File: config.mk
export PLATFORM = sky130hd
export DESIGN_NAME = aux_chan_en_seq_flat
export DESIGN_NICKNAME = d
export VERILOG_FILES = /design/src/rtl/aux_chan_en_seq_pkg.sv /design/src/rtl/aux_chan_en_seq_if.sv /design/src/rtl/aux_chan_en_seq_sync_pulse.sv /design/src/rtl/aux_chan_en_seq.sv /design/src/flat_wrapper.sv
export SDC_FILE = /design/constraint.sdc
export NUM_CORES = 1
export LEC_CHECK = 0
export ABC_AREA = 1
export CELL_PAD_IN_SITES_DETAIL_PLACEMENT = 1
export CELL_PAD_IN_SITES_GLOBAL_PLACEMENT = 1
export CORE_ASPECT_RATIO = 0.7
export CORE_MARGIN = 8
export CORE_UTILIZATION = 25
export CTS_CLUSTER_DIAMETER = 200
export DETAILED_ROUTE_END_ITERATION = 6
export PLACE_DENSITY_LB_ADDON = 0.1
export SLEW_MARGIN = 20
export SYNTH_ARGS = -nofsm -noshare
export SYNTH_HDL_FRONTEND = slang
export SYNTH_SLANG_ARGS = --single-unit
File: constraint.sdc
create_clock -name PClkxCI -period 1.9 [get_ports PClkxCI]
set_clock_uncertainty 0.2 [all_clocks]
set_input_delay 0.475 -clock PClkxCI [delete_from_list [all_inputs] [get_ports PClkxCI]]
set_output_delay 0.475 -clock PClkxCI [all_outputs]
set_load 0.005 [all_outputs]
File: src/rtl/aux_chan_en_seq_pkg.sv
// rtl/aux_chan_en_seq_pkg.sv - shared state encoding and defaults for the aux channel enable sequencer
package aux_chan_en_seq_pkg;

  typedef enum logic [2:0] {
    ST_IDLE   = 3'd0,
    ST_APPLY  = 3'd1,
    ST_STEP   = 3'd2,
    ST_SETTLE = 3'd3,
    ST_DONE   = 3'd4
  } seq_state_e;

  localparam int CAL_W_DEF = 2;

endpackage

File: src/rtl/aux_chan_en_seq_if.sv
// rtl/aux_chan_en_seq_if.sv - mmap-side settings and ADC-side controls of the channel enable sequencer
interface aux_chan_en_seq_if #(
  parameter int NUM_CH   = 4,
  parameter int CAL_W    = aux_chan_en_seq_pkg::CAL_W_DEF,
  parameter int SETTLE_W = 8
);
  logic                      master_ld_mmap;
  logic [NUM_CH-1:0]         ch_en_mmap;
  logic [NUM_CH*CAL_W-1:0]   ch_calmode_mmap;
  logic [SETTLE_W-1:0]       settle_cycles;
  logic [NUM_CH-1:0]         ch_en;
  logic [NUM_CH*CAL_W-1:0]   ch_calmode;
  logic                      master_ld_pulse;
  logic                      seq_busy;
  logic                      seq_done;

  modport master (
    output master_ld_mmap, ch_en_mmap, ch_calmode_mmap, settle_cycles,
    input  ch_en, ch_calmode, master_ld_pulse, seq_busy, seq_done
  );

  modport slave (
    input  master_ld_mmap, ch_en_mmap, ch_calmode_mmap, settle_cycles,
    output ch_en, ch_calmode, master_ld_pulse, seq_busy, seq_done
  );
endinterface

File: src/rtl/aux_chan_en_seq_sync_pulse.sv
// rtl/aux_chan_en_seq_sync_pulse.sv - resyncs an async level and emits a registered 1-cycle rising-edge pulse
module aux_chan_en_seq_sync_pulse #(
  parameter int SYNC_STAGES = 2
) (
  input  logic clk,
  input  logic rst,
  input  logic async_in,
  output logic pulse
);
  logic [SYNC_STAGES-1:0] sync_q, sync_d;
  logic                   last_q, last_d;
  logic                   pulse_q, pulse_d;

  always_comb begin
    sync_d  = {sync_q[SYNC_STAGES-2:0], async_in};
    last_d  = sync_q[SYNC_STAGES-1];
    pulse_d = sync_q[SYNC_STAGES-1] & ~last_q;
  end

  always_ff @(posedge clk) begin
    if (rst) begin
      sync_q  <= '0;
      last_q  <= 1'b0;
      pulse_q <= 1'b0;
    end else begin
      sync_q  <= sync_d;
      last_q  <= last_d;
      pulse_q <= pulse_d;
    end
  end

  assign pulse = pulse_q;
endmodule

File: src/rtl/aux_chan_en_seq.sv
// rtl/aux_chan_en_seq.sv - disables dropped channels at once, then enables new ones one by one with a settle gap
module aux_chan_en_seq
  import aux_chan_en_seq_pkg::*;
#(
  parameter int              NUM_CH      = 4,
  parameter int              CAL_W       = CAL_W_DEF,
  parameter int              SETTLE_W    = 8,
  parameter int              SYNC_STAGES = 2,
  parameter logic [NUM_CH-1:0] SAFE_CHEN = '0
) (
  input logic                PClkxCI,
  input logic                PResetxRI,
  input logic                ScanTestModexTI,
  aux_chan_en_seq_if.slave   bus
);
  localparam int IDX_W = $clog2(NUM_CH + 1);

  seq_state_e              state_q, state_d;
  logic [NUM_CH-1:0]       shadow_en_q, shadow_en_d;
  logic [NUM_CH*CAL_W-1:0] shadow_cal_q, shadow_cal_d;
  logic [NUM_CH-1:0]       ch_en_q, ch_en_d;
  logic [NUM_CH*CAL_W-1:0] ch_cal_q, ch_cal_d;
  logic [IDX_W-1:0]        idx_q, idx_d;
  logic [SETTLE_W-1:0]     cnt_q, cnt_d;
  logic                    pending_q, pending_d;
  logic                    ld_pulse;
  logic [NUM_CH-1:0]       idx_onehot;
  logic                    want_en;

  aux_chan_en_seq_sync_pulse #(.SYNC_STAGES(SYNC_STAGES)) u_sync (
    .clk      (PClkxCI),
    .rst      (PResetxRI),
    .async_in (bus.master_ld_mmap),
    .pulse    (ld_pulse)
  );

  always_comb begin
    idx_onehot = '0;
    for (int i = 0; i < NUM_CH; i++) begin
      if (idx_q == IDX_W'(i)) idx_onehot[i] = 1'b1;
    end
    want_en = |(idx_onehot & shadow_en_q & ~ch_en_q);
  end

  always_comb begin
    state_d      = state_q;
    shadow_en_d  = shadow_en_q;
    shadow_cal_d = shadow_cal_q;
    ch_en_d      = ch_en_q;
    ch_cal_d     = ch_cal_q;
    idx_d        = idx_q;
    cnt_d        = cnt_q;
    pending_d    = pending_q;
    if (ScanTestModexTI) begin
      // Enable/cal registers hold so the pre-scan setting returns on exit.
      state_d   = ST_IDLE;
      pending_d = 1'b0;
      cnt_d     = '0;
    end else begin
      if (ld_pulse && state_q != ST_IDLE) pending_d = 1'b1;
      case (state_q)
        ST_IDLE: begin
          if (ld_pulse) begin
            shadow_en_d  = bus.ch_en_mmap;
            shadow_cal_d = bus.ch_calmode_mmap;
            state_d      = ST_APPLY;
          end
        end
        ST_APPLY: begin
          ch_en_d  = ch_en_q & shadow_en_q;
          ch_cal_d = shadow_cal_q;
          idx_d    = '0;
          state_d  = ST_STEP;
        end
        ST_STEP: begin
          if (idx_q == IDX_W'(NUM_CH)) begin
            state_d = ST_DONE;
          end else if (want_en) begin
            ch_en_d = ch_en_q | idx_onehot;
            if (bus.settle_cycles == '0) begin
              idx_d = idx_q + IDX_W'(1);
            end else begin
              cnt_d   = bus.settle_cycles;
              state_d = ST_SETTLE;
            end
          end else begin
            idx_d = idx_q + IDX_W'(1);
          end
        end
        ST_SETTLE: begin
          cnt_d = cnt_q - SETTLE_W'(1);
          if (cnt_q == SETTLE_W'(1)) begin
            idx_d   = idx_q + IDX_W'(1);
            state_d = ST_STEP;
          end
        end
        ST_DONE: begin
          // A load seen during this cycle counts as pending too, so it is never lost.
          if (pending_q || ld_pulse) begin
            shadow_en_d  = bus.ch_en_mmap;
            shadow_cal_d = bus.ch_calmode_mmap;
            pending_d    = 1'b0;
            state_d      = ST_APPLY;
          end else begin
            state_d = ST_IDLE;
          end
        end
        default: state_d = ST_IDLE;
      endcase
    end
  end

  always_ff @(posedge PClkxCI) begin
    if (PResetxRI) begin
      state_q      <= ST_IDLE;
      shadow_en_q  <= '0;
      shadow_cal_q <= '0;
      ch_en_q      <= '0;
      ch_cal_q     <= '0;
      idx_q        <= '0;
      cnt_q        <= '0;
      pending_q    <= 1'b0;
    end else begin
      state_q      <= state_d;
      shadow_en_q  <= shadow_en_d;
      shadow_cal_q <= shadow_cal_d;
      ch_en_q      <= ch_en_d;
      ch_cal_q     <= ch_cal_d;
      idx_q        <= idx_d;
      cnt_q        <= cnt_d;
      pending_q    <= pending_d;
    end
  end

  assign bus.ch_en           = ScanTestModexTI ? SAFE_CHEN : ch_en_q;
  assign bus.ch_calmode      = ScanTestModexTI ? '0 : ch_cal_q;
  assign bus.master_ld_pulse = ld_pulse;
  assign bus.seq_busy        = (state_q != ST_IDLE);
  assign bus.seq_done        = (state_q == ST_DONE);
endmodule

File: src/flat_wrapper.sv
// flat-port wrapper written by rule: the top's interface ports become plain ports
module aux_chan_en_seq_flat import aux_chan_en_seq_pkg::*;
#(
  parameter int              NUM_CH      = 4,
  parameter int              CAL_W       = CAL_W_DEF,
  parameter int              SETTLE_W    = 8,
  parameter int              SYNC_STAGES = 2,
  parameter logic [NUM_CH-1:0] SAFE_CHEN = '0
)
  (PClkxCI, PResetxRI, ScanTestModexTI, bus_master_ld_mmap, bus_ch_en_mmap, bus_ch_calmode_mmap, bus_settle_cycles, bus_ch_en, bus_ch_calmode, bus_master_ld_pulse, bus_seq_busy, bus_seq_done);
  aux_chan_en_seq_if #(.NUM_CH(NUM_CH), .CAL_W(CAL_W), .SETTLE_W(SETTLE_W)) bus_i ();
  input logic PClkxCI;
  input logic PResetxRI;
  input logic ScanTestModexTI;
  input wire logic [$bits(bus_i.master_ld_mmap)-1:0] bus_master_ld_mmap;
  input wire logic [$bits(bus_i.ch_en_mmap)-1:0] bus_ch_en_mmap;
  input wire logic [$bits(bus_i.ch_calmode_mmap)-1:0] bus_ch_calmode_mmap;
  input wire logic [$bits(bus_i.settle_cycles)-1:0] bus_settle_cycles;
  output wire logic [$bits(bus_i.ch_en)-1:0] bus_ch_en;
  output wire logic [$bits(bus_i.ch_calmode)-1:0] bus_ch_calmode;
  output wire logic [$bits(bus_i.master_ld_pulse)-1:0] bus_master_ld_pulse;
  output wire logic [$bits(bus_i.seq_busy)-1:0] bus_seq_busy;
  output wire logic [$bits(bus_i.seq_done)-1:0] bus_seq_done;
  assign bus_i.master_ld_mmap = bus_master_ld_mmap;
  assign bus_i.ch_en_mmap = bus_ch_en_mmap;
  assign bus_i.ch_calmode_mmap = bus_ch_calmode_mmap;
  assign bus_i.settle_cycles = bus_settle_cycles;
  assign bus_ch_en = bus_i.ch_en;
  assign bus_ch_calmode = bus_i.ch_calmode;
  assign bus_master_ld_pulse = bus_i.master_ld_pulse;
  assign bus_seq_busy = bus_i.seq_busy;
  assign bus_seq_done = bus_i.seq_done;
  aux_chan_en_seq #(.NUM_CH(NUM_CH), .CAL_W(CAL_W), .SETTLE_W(SETTLE_W), .SYNC_STAGES(SYNC_STAGES), .SAFE_CHEN(SAFE_CHEN)) u_core (.PClkxCI(PClkxCI), .PResetxRI(PResetxRI), .ScanTestModexTI(ScanTestModexTI), .bus(bus_i));
endmodule
# Yosys cells after proc, flatten, opt, wreduce, memory -nomap -nowiden
# Cells that the tools add are included.
[word_totals]
output_inout_bits = 15
wordCells = 91
regBits = 43
[classes]
n_reduce_logical = 18
mux = 34
n_eq_ne = 18
n_bitwise = 8
add_sub_neg = 2
[op_table]
columns = ["op", "n"]
rows = [
  ["2-to-1 mux 8 bit", 6],
  ["one-hot mux 8 bit (2 select lines)", 2],
  ["2-to-1 mux 3 bit", 9],
  ["2-to-1 mux 4 bit", 5],
  ["one-hot mux 4 bit (2 select lines)", 2],
  ["AND reduction 4 bit", 4],
  ["one-hot mux 3 bit (5 select lines)", 1],
  ["bitwise AND 4 bit", 3],
  ["equality test 3 x 2 -> 1 bit, second input constant", 4],
  ["one-hot mux 3 bit (3 select lines)", 1],
  ["equality test 8 x 1 -> 1 bit, second input constant", 1],
  ["logical NOT 8 bit", 1],
  ["2-to-1 mux 1 bit", 8],
  ["subtractor 8 x 1 -> 8 bit, second input constant", 1],
  ["equality test 3 x 1 -> 1 bit, second input constant", 2],
  ["equality test 3 bit, second input constant", 2],
  ["logical NOT 3 bit", 2],
  ["inequality test 2 x 1 -> 1 bit, second input constant", 3],
  ["inequality test 2 bit, second input constant", 3],
  ["nonzero test 2 bit", 3],
  ["nonzero test 3 bit", 2],
  ["AND reduction 5 bit", 1],
  ["inverter 4 bit", 1],
  ["bitwise OR 4 bit", 1],
  ["11 further kinds", 12],
]

# Logic depth before layout (Yosys ltp)
# Gate-level depths: netlist of run 1.
[logic_depth]
depth_word = 8
mapped_depth = 11
mapped_depth_nobuf = 11

# Cells and area by module
# From an unflattened synthesis of run 1, not the netlist that was laid out.
[hier_totals]
hier_cells = 345
area_unflattened_um2 = 2336.0
[modules_own_cells]
columns = ["module", "area_each_um2", "cells_per_inst", "n_inst", "seq_area_each_um2"]
rows = [
  ["aux_chan_en_seq", 2220.9, 333, 1, 780.7],
  ["aux_chan_en_seq_sync_pulse", 115.1, 12, 1, 80.1],
]

# Worst setup path before layout of run 1
# No wires, ideal clock.
[synth_timing]
kind = "register to register"
from = "reg u_core.idx_q[0]"
to = "reg u_core.idx_q[1]"
stages_incl_launch_ff = 11
setup_ns = 0.116
n_path_buf = 0
synth_period_minus_slack_ns = 1.682
arrival_time_ns = 1.366
setup_slack_ns = 0.218
cell_sequence = "dfxtp_1 -> inv_1 -> ha_1 -> nand2_1 -> inv_1 -> nand2_2 -> nand2_1 -> nor2_1 -> nand2_2 -> o21ai_0 -> nor2_1"
[synth_via]
elab_chain_cells = 8
word_cells_on_any_way = 21
classes_between = "add/sub (1); eq/ne (6); mux (9); bitwise (2); reduce/logical (3)"
[synth_rtl]
columns = ["element", "line", "text"]
rows = [
  ["start, declared", "aux_chan_en_seq.sv:23", "logic [IDX_W-1:0] idx_q, idx_d;"],
  ["start signal, assigned", "aux_chan_en_seq.sv:129", "idx_q <= idx_d;"],
  ["equality test 3 x 1 -> 1 bit (tied with other cells)", "aux_chan_en_seq.sv:40", "if (idx_q == IDX_W'(i)) idx_onehot[i] = 1'b1;"],
  ["2-to-1 mux 1 bit", "aux_chan_en_seq.sv:40", ""],
  ["bitwise AND 4 bit (2 in series)", "aux_chan_en_seq.sv:42", "want_en = |(idx_onehot & shadow_en_q & ~ch_en_q);"],
  ["OR reduction 4 bit", "aux_chan_en_seq.sv:42", ""],
  ["2-to-1 mux 3 bit", "aux_chan_en_seq.sv:78", "end else if (want_en) begin"],
  ["2-to-1 mux 3 bit", "aux_chan_en_seq.sv:76", "if (idx_q == IDX_W'(NUM_CH)) begin"],
  ["one-hot mux 3 bit (3 select lines)", "aux_chan_en_seq.sv:61", "case (state_q)"],
]
# Several ways; a longest one is shown, not always the timed one. The select of a mux whose other input is x is not followed.
# A chain may end at the register's enable or synchronous reset.

# Worst setup path after layout of run 1
[layout_timing]
from = "in ScanTestModexTI"
to = "out bus_ch_calmode[7]"
[layout_via]
elab_chain_cells = 1
[layout_rtl]
columns = ["element", "line", "text"]
rows = [
  ["start, declared", "flat_wrapper.sv:14", "input logic ScanTestModexTI;"],
  ["2-to-1 mux 8 bit", "aux_chan_en_seq.sv:136", "assign bus.ch_calmode = ScanTestModexTI ? '0 : ch_cal_q;"],
  ["end, declared", "flat_wrapper.sv:20", "output wire logic [$bits(bus_i.ch_calmode)-1:0] bus_ch_calmode;"],
]
# Every way passes these cells.

==> impl_metrics.py, run 1 <==
metrics = {
    "floorplanning": {
        "ios": 39,
        "dieArea_um2": 12100,
        "die_h_um": 94.6,
        "fp.dieW_um": 128,
        "start_util": 0.259,
        "coreArea_um2": 8510,
        "rows": 28,
    },
    "clock_network": {
        "clock_latency_ns": 0.29,
        "htree_num_levels": 2,
        "cts-root-buf": "clkbuf_16",
        "cts.sinks": 43,
        "clk_pin_slew_ns": 0.06,
        "cts_buffers": 5,
        "clk_path_buf_depth": 2,
        "cts_tree": "done",
    },
    "sta": {
        "min_period_ns": 1.87,
        "setup_viol": 0,
        "tns_ns": 0,
        "worst-slew-pin-transition_ns": 0.372,
        "min_period_over_period": 0.982,
        "hold_ws_ns": 0.181,
        "max_slew_margin": 0.752,
        "clock.fmax_mhz": 536,
        "finalMaxSlewViolations": 0,
        "finalHoldViolCount": 0,
    },
    "yosys": {
        "synthAdderAreaFrac": 0.0397,
        "synth_edf_count": 0,
        "yosys_most_used_dff": "dfxtp_1",
        "ys_seq_area_frac": 0.390,
        "syn_avg_cell_area_um2": 6.64,
        "synth_cell_types": 22,
        "syn_area_um2": 2210,
        "synth_cells": 332,
        "synthesis.nets": 363,
        "yosys.area_share.simple": 0.311,
        "synth_seq_cells": 43,
        "synth_mux_area_frac": 0,
        "synth_compound_area_frac": 0.153,
        "synth-xor-area-share": 0,
        "yosysWarnings": 0,
        "ys_async_sr_fraction": 0,
        "synth_top_family_by_area": "simple AND/OR/NAND/NOR gates",
    },
    "global_routing": {
        "grt_max_degree": 25,
        "grt_usage": 0.118,
        "antenna_found_initial": 0,
        "grt_pass1_wl_mm": 11.3,
        "grt.overflow.total": 0,
        "grt_pass1_vias": 2228,
    },
    "critical_path": {
        "cp_cell_sequence": "clkdlybuf4s15_2 > buf_6 > nor2_1 > dlygate4sd2_1",
        "critPathKind": "in -> out",
        "cp.depth": 4,
        "reg2regPathDepth": 11,
        "critPathSlowestCell": "dlygate4sd2_1",
        "crit_path_end_kind": "output port",
        "cp_max_fo": 7,
        "cp_top_family": "buffers and inverters",
        "cp_num_buf_inv": 3,
        "start_kind": "primary input",
        "slowest_delay_ns": 0.24,
        "cp.required_ns": 1.22,
        "arrival_ns": 1.19,
    },
    "drt": {
        "drc_errors": 0,
        "vias_per_cell": 4.28,
        "post_drt_wl_per_cell_um": 13.1,
        "postRouteAntennaNets": 0,
        "drtIter0Drc": 102,
        "wl_mm": 6.85,
        "dr.pass1.iters": 4,
        "vias": 2236,
    },
    "placed_design": {
        "place_inst": 512,
        "dpl.hpwl_mm": 5.18,
        "globalplace.congestion": 0.787,
        "port_buffers": 38,
    },
    "worst_hold_path": {
        "holdPathStages": 1,
        "hold_class": "reg -> reg",
    },
    "layout": {
        "final_cell_mix": "60 x nor2_1, 50 x inv_1, 42 x nand2_1",
        "multi_input_area_um2": 1210,
        "antennaDiodeCount": 0,
        "layout_commonest_cell": "nor2_1",
        "syn_to_final_growth_pct": 46.9,
        "final_nets": 433,
        "utilization": 0.381,
        "drive_above_1_share": 0.216,
        "regArea_um2": 872,
        "final_cell_count_no_fill": 523,
        "fillers": 1086,
    },
    "power": {
        "combinationalPowerShare": 0.093,
        "clockPowerShare": 0.470,
        "p_per_area_nw_per_um2": 651,
        "seq_power_share": 0.438,
        "irDropWorstVdd_uv": 314,
        "intPower_uw": 1640,
        "leakage_uw": 0.00138,
        "p_switching_uw": 471,
        "p_sw_frac": 0.223,
    },
    "run_status": {
        "outcome": "finished clean",
    },
    "job": {
        "drv_cap": 0,
    },
}
==> synth_stat cells (4+ instances only) <==
master	number	share of area
nand2_1	45	0.077
inv_1	50	0.085
dfxtp_1	43	0.39
a21oi_1	28	0.064
nor2_1	69	0.12
ha_1	7	0.040
o21ai_0	35	0.079
clkbuf_1	4	0.0068
nor2_2	5	0.014
or2_2	5	0.014
nor3_1	4	0.0091
nand3_1	15	0.034
nand3b_1	4	0.014
buf_2	4	0.0091
==> routing by layer <==
metal	wire, µm	global-route usage	vias to the layer above
li1	-	-	1189
met1	3830	0.175	1013
met2	2640	0.158	27
met3	288	0.0332	7
met4	85	0.0414	0
met5	0	0	-
==> worst paths after layout <==
kind                                            from  slack [ns]                   to
worst max-delay path                 ScanTestModexTI        0.03    bus_ch_calmode[7]
worst min-delay path            u_core.u_sync.last_q        0.18  u_core.u_sync.pulse
worst max register to register       u_core.idx_q[1]        0.10      u_core.cnt_q[3]
worst min register to register  u_core.u_sync.last_q        0.18  u_core.u_sync.pulse
==> metrics by stage <==
stage / total power, µW / area (µm²) / setup WS (ns)
6_report: 2110 / 3240 / 0.0348
4_1_cts: 2140 / 3130 / 0.00276
3_3_place_gp: 1130 / 2940 / -0.466
5_1_grt: 2210 / 3240 / -0.0137
3_5_place_dp: 1130 / 2940 / -0.478
2_1_floorplan: 1020 / 2210 / 0.218
==> repair_timing <==
action	in CTS	in global routing
cloned	1	0
setup buffers	1	1
resized for setup	24	45
setup endpoints to repair	26	29
hold buffers	0	0
pin swaps	3	9
hold endpoints to repair	0	0
==> final cells by class <==
class	count	area share
multi-input combinational	228	0.373
tap	120	0.0463
clock inverter	3	0.0135
sequential	43	0.269
inverter	52	0.0602
clock buffer	5	0.0386
timing repair buffer	72	0.199
==> state kept, by name, indices dropped and copies added (netlist names) <==
| signal | cells |
|---|---|
| u_core.pending_q | 1 |
| u_core.shadow_en_q | 4 |
| u_core.u_sync.sync_q | 2 |
| u_core.ch_en_q | 4 |
| u_core.state_q | 3 |
| u_core.u_sync.pulse | 1 |
| u_core.cnt_q | 8 |
| u_core.u_sync.last_q | 1 |
| u_core.idx_q | 3 |
| u_core.shadow_cal_q | 8 |
| u_core.ch_cal_q | 8 |
==> power groups by stage <==
stage,logic [µW],registers (µW),clock network (µW)
CTS,193,924,1020
global placement,186,944,0
finish,195,923,991
global route,220,925,1060
detailed placement,186,945,0
floorplan,78.7,943,0
==> cells by family (layout without fill, tap and decap cells) <==
kind of cell,Yosys count,in the layout
and+or+nand+nor,155,155
AOI/OAI and AO/OA,66,66
buffers and inverters,61,132
DFF,43,43
adders and majority gates,7,7
No activity file was read; power rests on OpenSTA's default activity.
==> run 2, diff against run 1 <==
==> constraint.sdc (replaced) <==
create_clock -name PClkxCI -period 1.6 [get_ports PClkxCI]
set_clock_uncertainty 0.2 [all_clocks]
set_input_delay 0.4 -clock PClkxCI [delete_from_list [all_inputs] [get_ports PClkxCI]]
set_output_delay 0.4 -clock PClkxCI [all_outputs]
set_load 0.005 [all_outputs]
==> run 2 against run 1 <==
Count of clock-buffer cells in the layout unchanged. Critical path depth grew 6. The run now ends with negative setup slack left. Power up 15%. Global-route usage up 0.86 points. Highest routed layer unchanged.
==> impl_metrics.py, run 2 (synthesis gave the netlist of run 1 again) <==
metrics = {
    "power": {
        "irDropWorstVdd_uv": 302,
        "seq_power_share": 0.450,
        "combinationalPowerShare": 0.117,
        "power_uw": 2440,
        "p_per_area_nw_per_um2": 658,
        "clockPowerShare": 0.433,
        "p_sw_frac": 0.253,
        "p_switching_uw": 616,
        "intPower_uw": 1820,
        "leakage_uw": 0.00151,
    },
    "job": {
        "drv_cap": 0,
    },
    "global_routing": {
        "grt_pass1_vias": 2458,
        "antenna_found_initial": 0,
        "grt.overflow.total": 0,
        "grt_max_degree": 25,
        "grt_pass1_wl_mm": 12.3,
        "grt_usage": 0.127,
    },
    "worst_hold_path": {
        "holdPathStages": 2,
        "min_to": "u_core.u_sync.sync_q[1]",
        "hold_class": "reg -> reg",
        "worstHoldStart": "u_core.u_sync.sync_q[0]",
    },
    "clock_network": {
        "htree_num_levels": 2,
        "clk_pin_slew_ns": 0.07,
        "cts_hold_buf": 0,
        "clock_latency_ns": 0.29,
        "cts_buffers": 5,
        "clk_path_buf_depth": 2,
        "cts-root-buf": "clkbuf_16",
        "cts_tree": "done",
        "cts.sinks": 43,
    },
    "critical_path": {
        "cp_cell_sequence": "ha_4 > ha_4 > nand2_2 > nor2_2 > nor2_4 > nand2_2 > nand3_4 > nand2_8 > nor2_4 > nor2_2",
        "slowest_delay_ns": 0.37,
        "reg2regPathDepth": 10,
        "critPathKind": "reg -> reg",
        "crit_path_end_kind": "register",
        "cp_max_fo": 8,
        "critPathSlowestCell": "dfxtp_4",
        "arrival_ns": 1.75,
        "rrSetupSlack_ns": -0.17,
        "reg2reg_from": "u_core.idx_q[1]",
        "rr_endpoint": "u_core.cnt_q[4]",
        "cp.required_ns": 1.58,
        "start_kind": "register",
    },
    "floorplanning": {
        "rows": 28,
        "start_util": 0.259,
        "coreArea_um2": 8510,
        "die_h_um": 94.6,
        "fp.dieW_um": 128,
        "ios": 39,
        "dieArea_um2": 12100,
    },
    "drt": {
        "dr.pass1.iters": 5,
        "vias_per_cell": 4.36,
        "vias": 2391,
        "drc_errors": 0,
        "wl_mm": 7.59,
        "post_drt_wl_per_cell_um": 13.9,
        "postRouteAntennaNets": 0,
        "drtIter0Drc": 123,
    },
    "layout": {
        "regArea_um2": 875,
        "final_cell_mix": "49 x buf_4, 45 x nor2_1, 43 x inv_1",
        "layout_commonest_cell": "buf_4",
        "antennaDiodeCount": 0,
        "reg_top3": "u_core.ch_cal_q: 8 flops, u_core.cnt_q: 8 flops, u_core.shadow_cal_q: 8 flops",
        "final_nets": 458,
        "multi_input_area_um2": 1470,
        "syn_to_final_growth_pct": 67.7,
        "drive_above_1_share": 0.379,
        "fillers": 1048,
    },
    "sta": {
        "finalHoldViolCount": 0,
        "finalMaxSlewViolations": 0,
        "min_period_over_period": 1.10,
        "clock.fmax_mhz": 566,
        "worst-slew-pin-transition_ns": 0.350,
        "rsz0062_at_grt": "yes",
        "min_period_ns": 1.77,
        "max_slew_margin": 0.765,
        "setup_viol": 18,
        "tns_ns": -2.01,
        "setup_ws_ns": -0.166,
    },
    "placed_design": {
        "dpl.hpwl_mm": 5.41,
        "port_buffers": 38,
        "globalplace.congestion": 0.779,
    },
    "run_status": {
        "outcome": "finished with violations",
        "violations": "negative setup slack",
    },
}
run 2: cell types whose count changed in the layout (fill, tap and decap cells not counted), moves of 7 or more:
cell	change
inv_1	-7
buf_4	+19
nand2_1	-10
o21ai_0	-9
nor2_1	-15
nor2_4	+13
run 2: through the flow:
stage	cells	worst slack (ns)	hold WS, ns	utilization	area (µm²)
final	548	-0.166	0.207	0.434	3700
after global routing	548	-0.266	0.228	0.434	3700
after CTS	542	-0.175	0.212	0.405	3450
after detailed placement	529	-0.678	0.202	0.366	3120
after global placement	529	-0.687	0.191	0.366	3120
after floorplan	332	-0.00461	0.173	-	2240
run 2: worst max path at each step:
stage                     slack [ns]             from              end  cells past startpoint
after global routing           -0.27  u_core.idx_q[1]  u_core.cnt_q[4]                     10
after detailed placement       -0.68  ScanTestModexTI     bus_ch_en[0]                      4
after CTS                      -0.17  u_core.idx_q[1]  u_core.cnt_q[4]                     10
after floorplan               -0.005  u_core.idx_q[0]  u_core.idx_q[1]                     10
final                          -0.17  u_core.idx_q[1]  u_core.cnt_q[4]                     10
after global placement         -0.69  ScanTestModexTI     bus_ch_en[0]                      4
run 2: power groups by stage:
stage | clock, µW | combinational (µW) | sequential, µW
floorplan | 0 | 95.1 | 1120
global placement | 0 | 231 | 1120
detailed placement | 0 | 234 | 1120
CTS | 1090 | 258 | 1090
global route | 1130 | 315 | 1100
finish | 1050 | 285 | 1100
run 2: worst max-delay path: cells and delay by family, from the launching register on:
family | cells | cell delay, ns
adders and majority gates | 2 | 0.33
DFF | 1 | 0.37
and+or+nand+nor | 8 | 0.76
run 2: layout make-up:
class / count / share of cell area
clock buffers: 5 / 0.0338
repair buffers: 97 / 0.230
well taps: 120 / 0.0406
clock inverters: 3 / 0.00643
multi-input cells: 228 / 0.397
flip-flops and latches: 43 / 0.236
inverters: 52 / 0.0558
run 2: what timing repair did:
| item | CTS | global route |
|---|---|---|
| resized for setup | 90 | 69 |
| gates cloned | 2 | 0 |
| endpoints found under the setup margin | 51 | 49 |
| pin swaps | 25 | 23 |
| buffers inserted | 3 | 6 |
run 2: layer usage:
layer / part of all wire / track usage
met2: 0.44 / 0.192
met1: 0.52 / 0.176
met5: 0 / 0
met4: 0.0043 / 0.0286
met3: 0.037 / 0.0349
==> run 3, diff against run 2 <==
--- a/config.mk
+++ b/config.mk
@@ -10,7 +10,7 @@
 export CELL_PAD_IN_SITES_GLOBAL_PLACEMENT = 1
 export CORE_ASPECT_RATIO = 0.7
 export CORE_MARGIN = 8
-export CORE_UTILIZATION = 25
+export CORE_UTILIZATION = 33
 export CTS_CLUSTER_DIAMETER = 200
 export DETAILED_ROUTE_END_ITERATION = 6
 export PLACE_DENSITY_LB_ADDON = 0.1
==> run 3 against run 2 <==
Routed wire length rose by 12%. Count of clock-buffer cells in the layout stayed put. Core utilization up 14 points. Final cell count is 3.1% lower. Via count is 4.7% higher. Non-clock buffer count rose by 9. Register-to-register slack about the same. The flow still finishes with violations (negative setup slack). Combinational power up 13%. Sequential cell count is the same. Critical endpoint is now u_core.cnt_q[2]. Hold slack worse by 0.018 ns. Maximum frequency down 0.31%. Clock power decreased by 15%.
==> impl_metrics.py, run 3 (synthesis gave the netlist of run 1 again) <==
metrics = {
    "run_status": {
        "outcome": "finished with violations",
        "violations": "negative setup slack",
    },
    "sta": {
        "hold_ws_ns": 0.189,
        "tns_ns": -2.05,
        "rsz0062_at_grt": "yes",
        "setup_ws_ns": -0.172,
        "setup_viol": 18,
        "clock.fmax_mhz": 564,
        "min_period_ns": 1.77,
        "finalMaxSlewViolations": 0,
        "max_slew_margin": 0.757,
        "finalHoldViolCount": 0,
        "worst-slew-pin-transition_ns": 0.364,
        "min_period_over_period": 1.11,
    },
    "drt": {
        "post_drt_wl_per_cell_um": 15.9,
        "vias": 2504,
        "vias_per_cell": 4.72,
        "drtIter0Drc": 65,
        "wl_mm": 8.47,
        "drc_errors": 0,
        "postRouteAntennaNets": 0,
        "dr.pass1.iters": 4,
    },
    "critical_path": {
        "cp_num_buf_inv": 0,
        "cp.required_ns": 1.60,
        "critPathSlowestCell": "dfxtp_4",
        "arrival_ns": 1.78,
        "slowest_delay_ns": 0.38,
        "critPathKind": "reg -> reg",
        "start_kind": "register",
        "cp_max_fo": 8,
        "cp_cell_sequence": "ha_4 > ha_4 > nand2_4 > nor2_4 > nor2_4 > nand2_2 > nand3_4 > nand2_8 > nor2_2 > nor2_1",
        "cp_top_family": "simple AND/OR/NAND/NOR gates",
        "crit_path_end_kind": "register",
    },
    "global_routing": {
        "grt_max_degree": 24,
        "grt_pass1_wl_mm": 12.8,
        "grt.overflow.total": 0,
        "grt_pass1_vias": 2615,
        "antenna_found_initial": 0,
        "grt_usage": 0.167,
    },
    "clock_network": {
        "clk_path_buf_depth": 2,
        "cts_tree": "done",
        "clock_latency_ns": 0.30,
        "cts-root-buf": "clkbuf_8",
        "cts.sinks": 43,
        "clk_pin_slew_ns": 0.10,
        "cts_buffers": 5,
        "htree_num_levels": 2,
        "cts_hold_buf": 0,
    },
    "layout": {
        "drive_above_1_share": 0.455,
        "layout_commonest_cell": "nor2_1",
        "final_cell_count_no_fill": 531,
        "syn_to_final_growth_pct": 72.1,
        "final_cell_mix": "49 x nor2_1, 46 x buf_4, 41 x inv_1",
        "reg_top3": "u_core.ch_cal_q: 8 flops, u_core.cnt_q: 8 flops, u_core.shadow_cal_q: 8 flops",
        "final_nets": 467,
        "antennaDiodeCount": 0,
    },
    "placed_design": {
        "globalplace.congestion": 0.786,
        "port_buffers": 38,
        "place_inst": 505,
        "dpl.hpwl_mm": 5.50,
    },
    "floorplanning": {
        "rows": 25,
        "dieArea_um2": 9600,
        "start_util": 0.334,
        "ios": 39,
        "fp.dieW_um": 114,
        "die_h_um": 84.4,
        "coreArea_um2": 6600,
    },
    "power": {
        "combinationalPowerShare": 0.139,
        "p_sw_frac": 0.256,
        "p_per_area_nw_per_um2": 608,
        "seq_power_share": 0.475,
        "p_switching_uw": 592,
        "irDropWorstVdd_uv": 415,
        "clockPowerShare": 0.386,
        "intPower_uw": 1720,
        "leakage_uw": 0.00159,
        "power_uw": 2310,
    },
    "job": {
        "drv_cap": 0,
    },
    "worst_hold_path": {
        "hold_class": "reg -> reg",
    },
}
-- run 3: cell types whose count changed in the layout (fill, tap and decap cells not counted), moves of 4 or more --
cell             previous run  this run
a21oi_1                    26        10
a21oi_2                     2        18
buf_2                       4         8
buf_6                       8        18
clkbuf_16                   5         1
clkbuf_8                    0         5
clkdlybuf4s15_1             7         2
nand2_1                    32        36
nand3_1                     7        11
nor2_1                     45        49
o21ai_0                    21         5
o21ai_2                     4        18
-- run 3: timing repair --
item / in CTS / in global routing
buffers inserted: 9 / 5
endpoints found under the setup margin: 51 / 48
pin swaps: 16 / 22
cloned: 3 / 1
resized for setup: 104 / 114
-- run 3: worst reg2reg max path, delay by kind of cell, from the launching register on --
kind	cells	cell delay [ns]
fa+ha+maj	2	0.33
flops	1	0.38
simple gates	8	0.77
-- run 3: final timing paths --
path	startpoint	to	slack, ns	cells after the start
min reg2reg	u_core.u_sync.last_q	u_core.u_sync.pulse	0.19	1
max	u_core.idx_q[1]	u_core.cnt_q[2]	-0.17	10
min	u_core.u_sync.last_q	u_core.u_sync.pulse	0.19	1
max reg2reg	u_core.idx_q[1]	u_core.cnt_q[2]	-0.17	10
-- run 3: routing by layer --
metal	track usage	wire (µm)	share of wire	vias up
li1	-	-	-	1258
met1	0.207	3850	0.45	1206
met3	0.0301	274	0.032	4
met4	0.0373	40	0.0047	0
met5	0	0	0	-
met2	0.292	4300	0.51	36
-- run 3: stage by stage --
stage / worst slack [ns] / utilization / cell area (µm²)
floorplan: -0.00461 / - / 2240
global placement: -0.613 / 0.471 / 3110
detailed placement: -0.656 / 0.471 / 3110
CTS: -0.122 / 0.526 / 3470
global route: -0.282 / 0.575 / 3800
finish: -0.172 / 0.575 / 3800
-- run 3: final cells by class --
cell class | instances | area, µm²
inverter | 52 | 209
fill | 795 | 2800
sequential | 43 | 878
clock inverter | 3 | 43.8
timing repair buffer | 106 | 965
multi-input combinational | 228 | 1520
tap | 94 | 118
clock buffer | 5 | 68.8
-- run 3: power groups by stage --
stage	clock network (µW)	logic (µW)	registers (µW)
5_1_grt	951	346	1100
2_1_floorplan	0	95.1	1120
3_5_place_dp	0	239	1120
4_1_cts	901	273	1090
6_report	891	321	1100
3_3_place_gp	0	233	1120
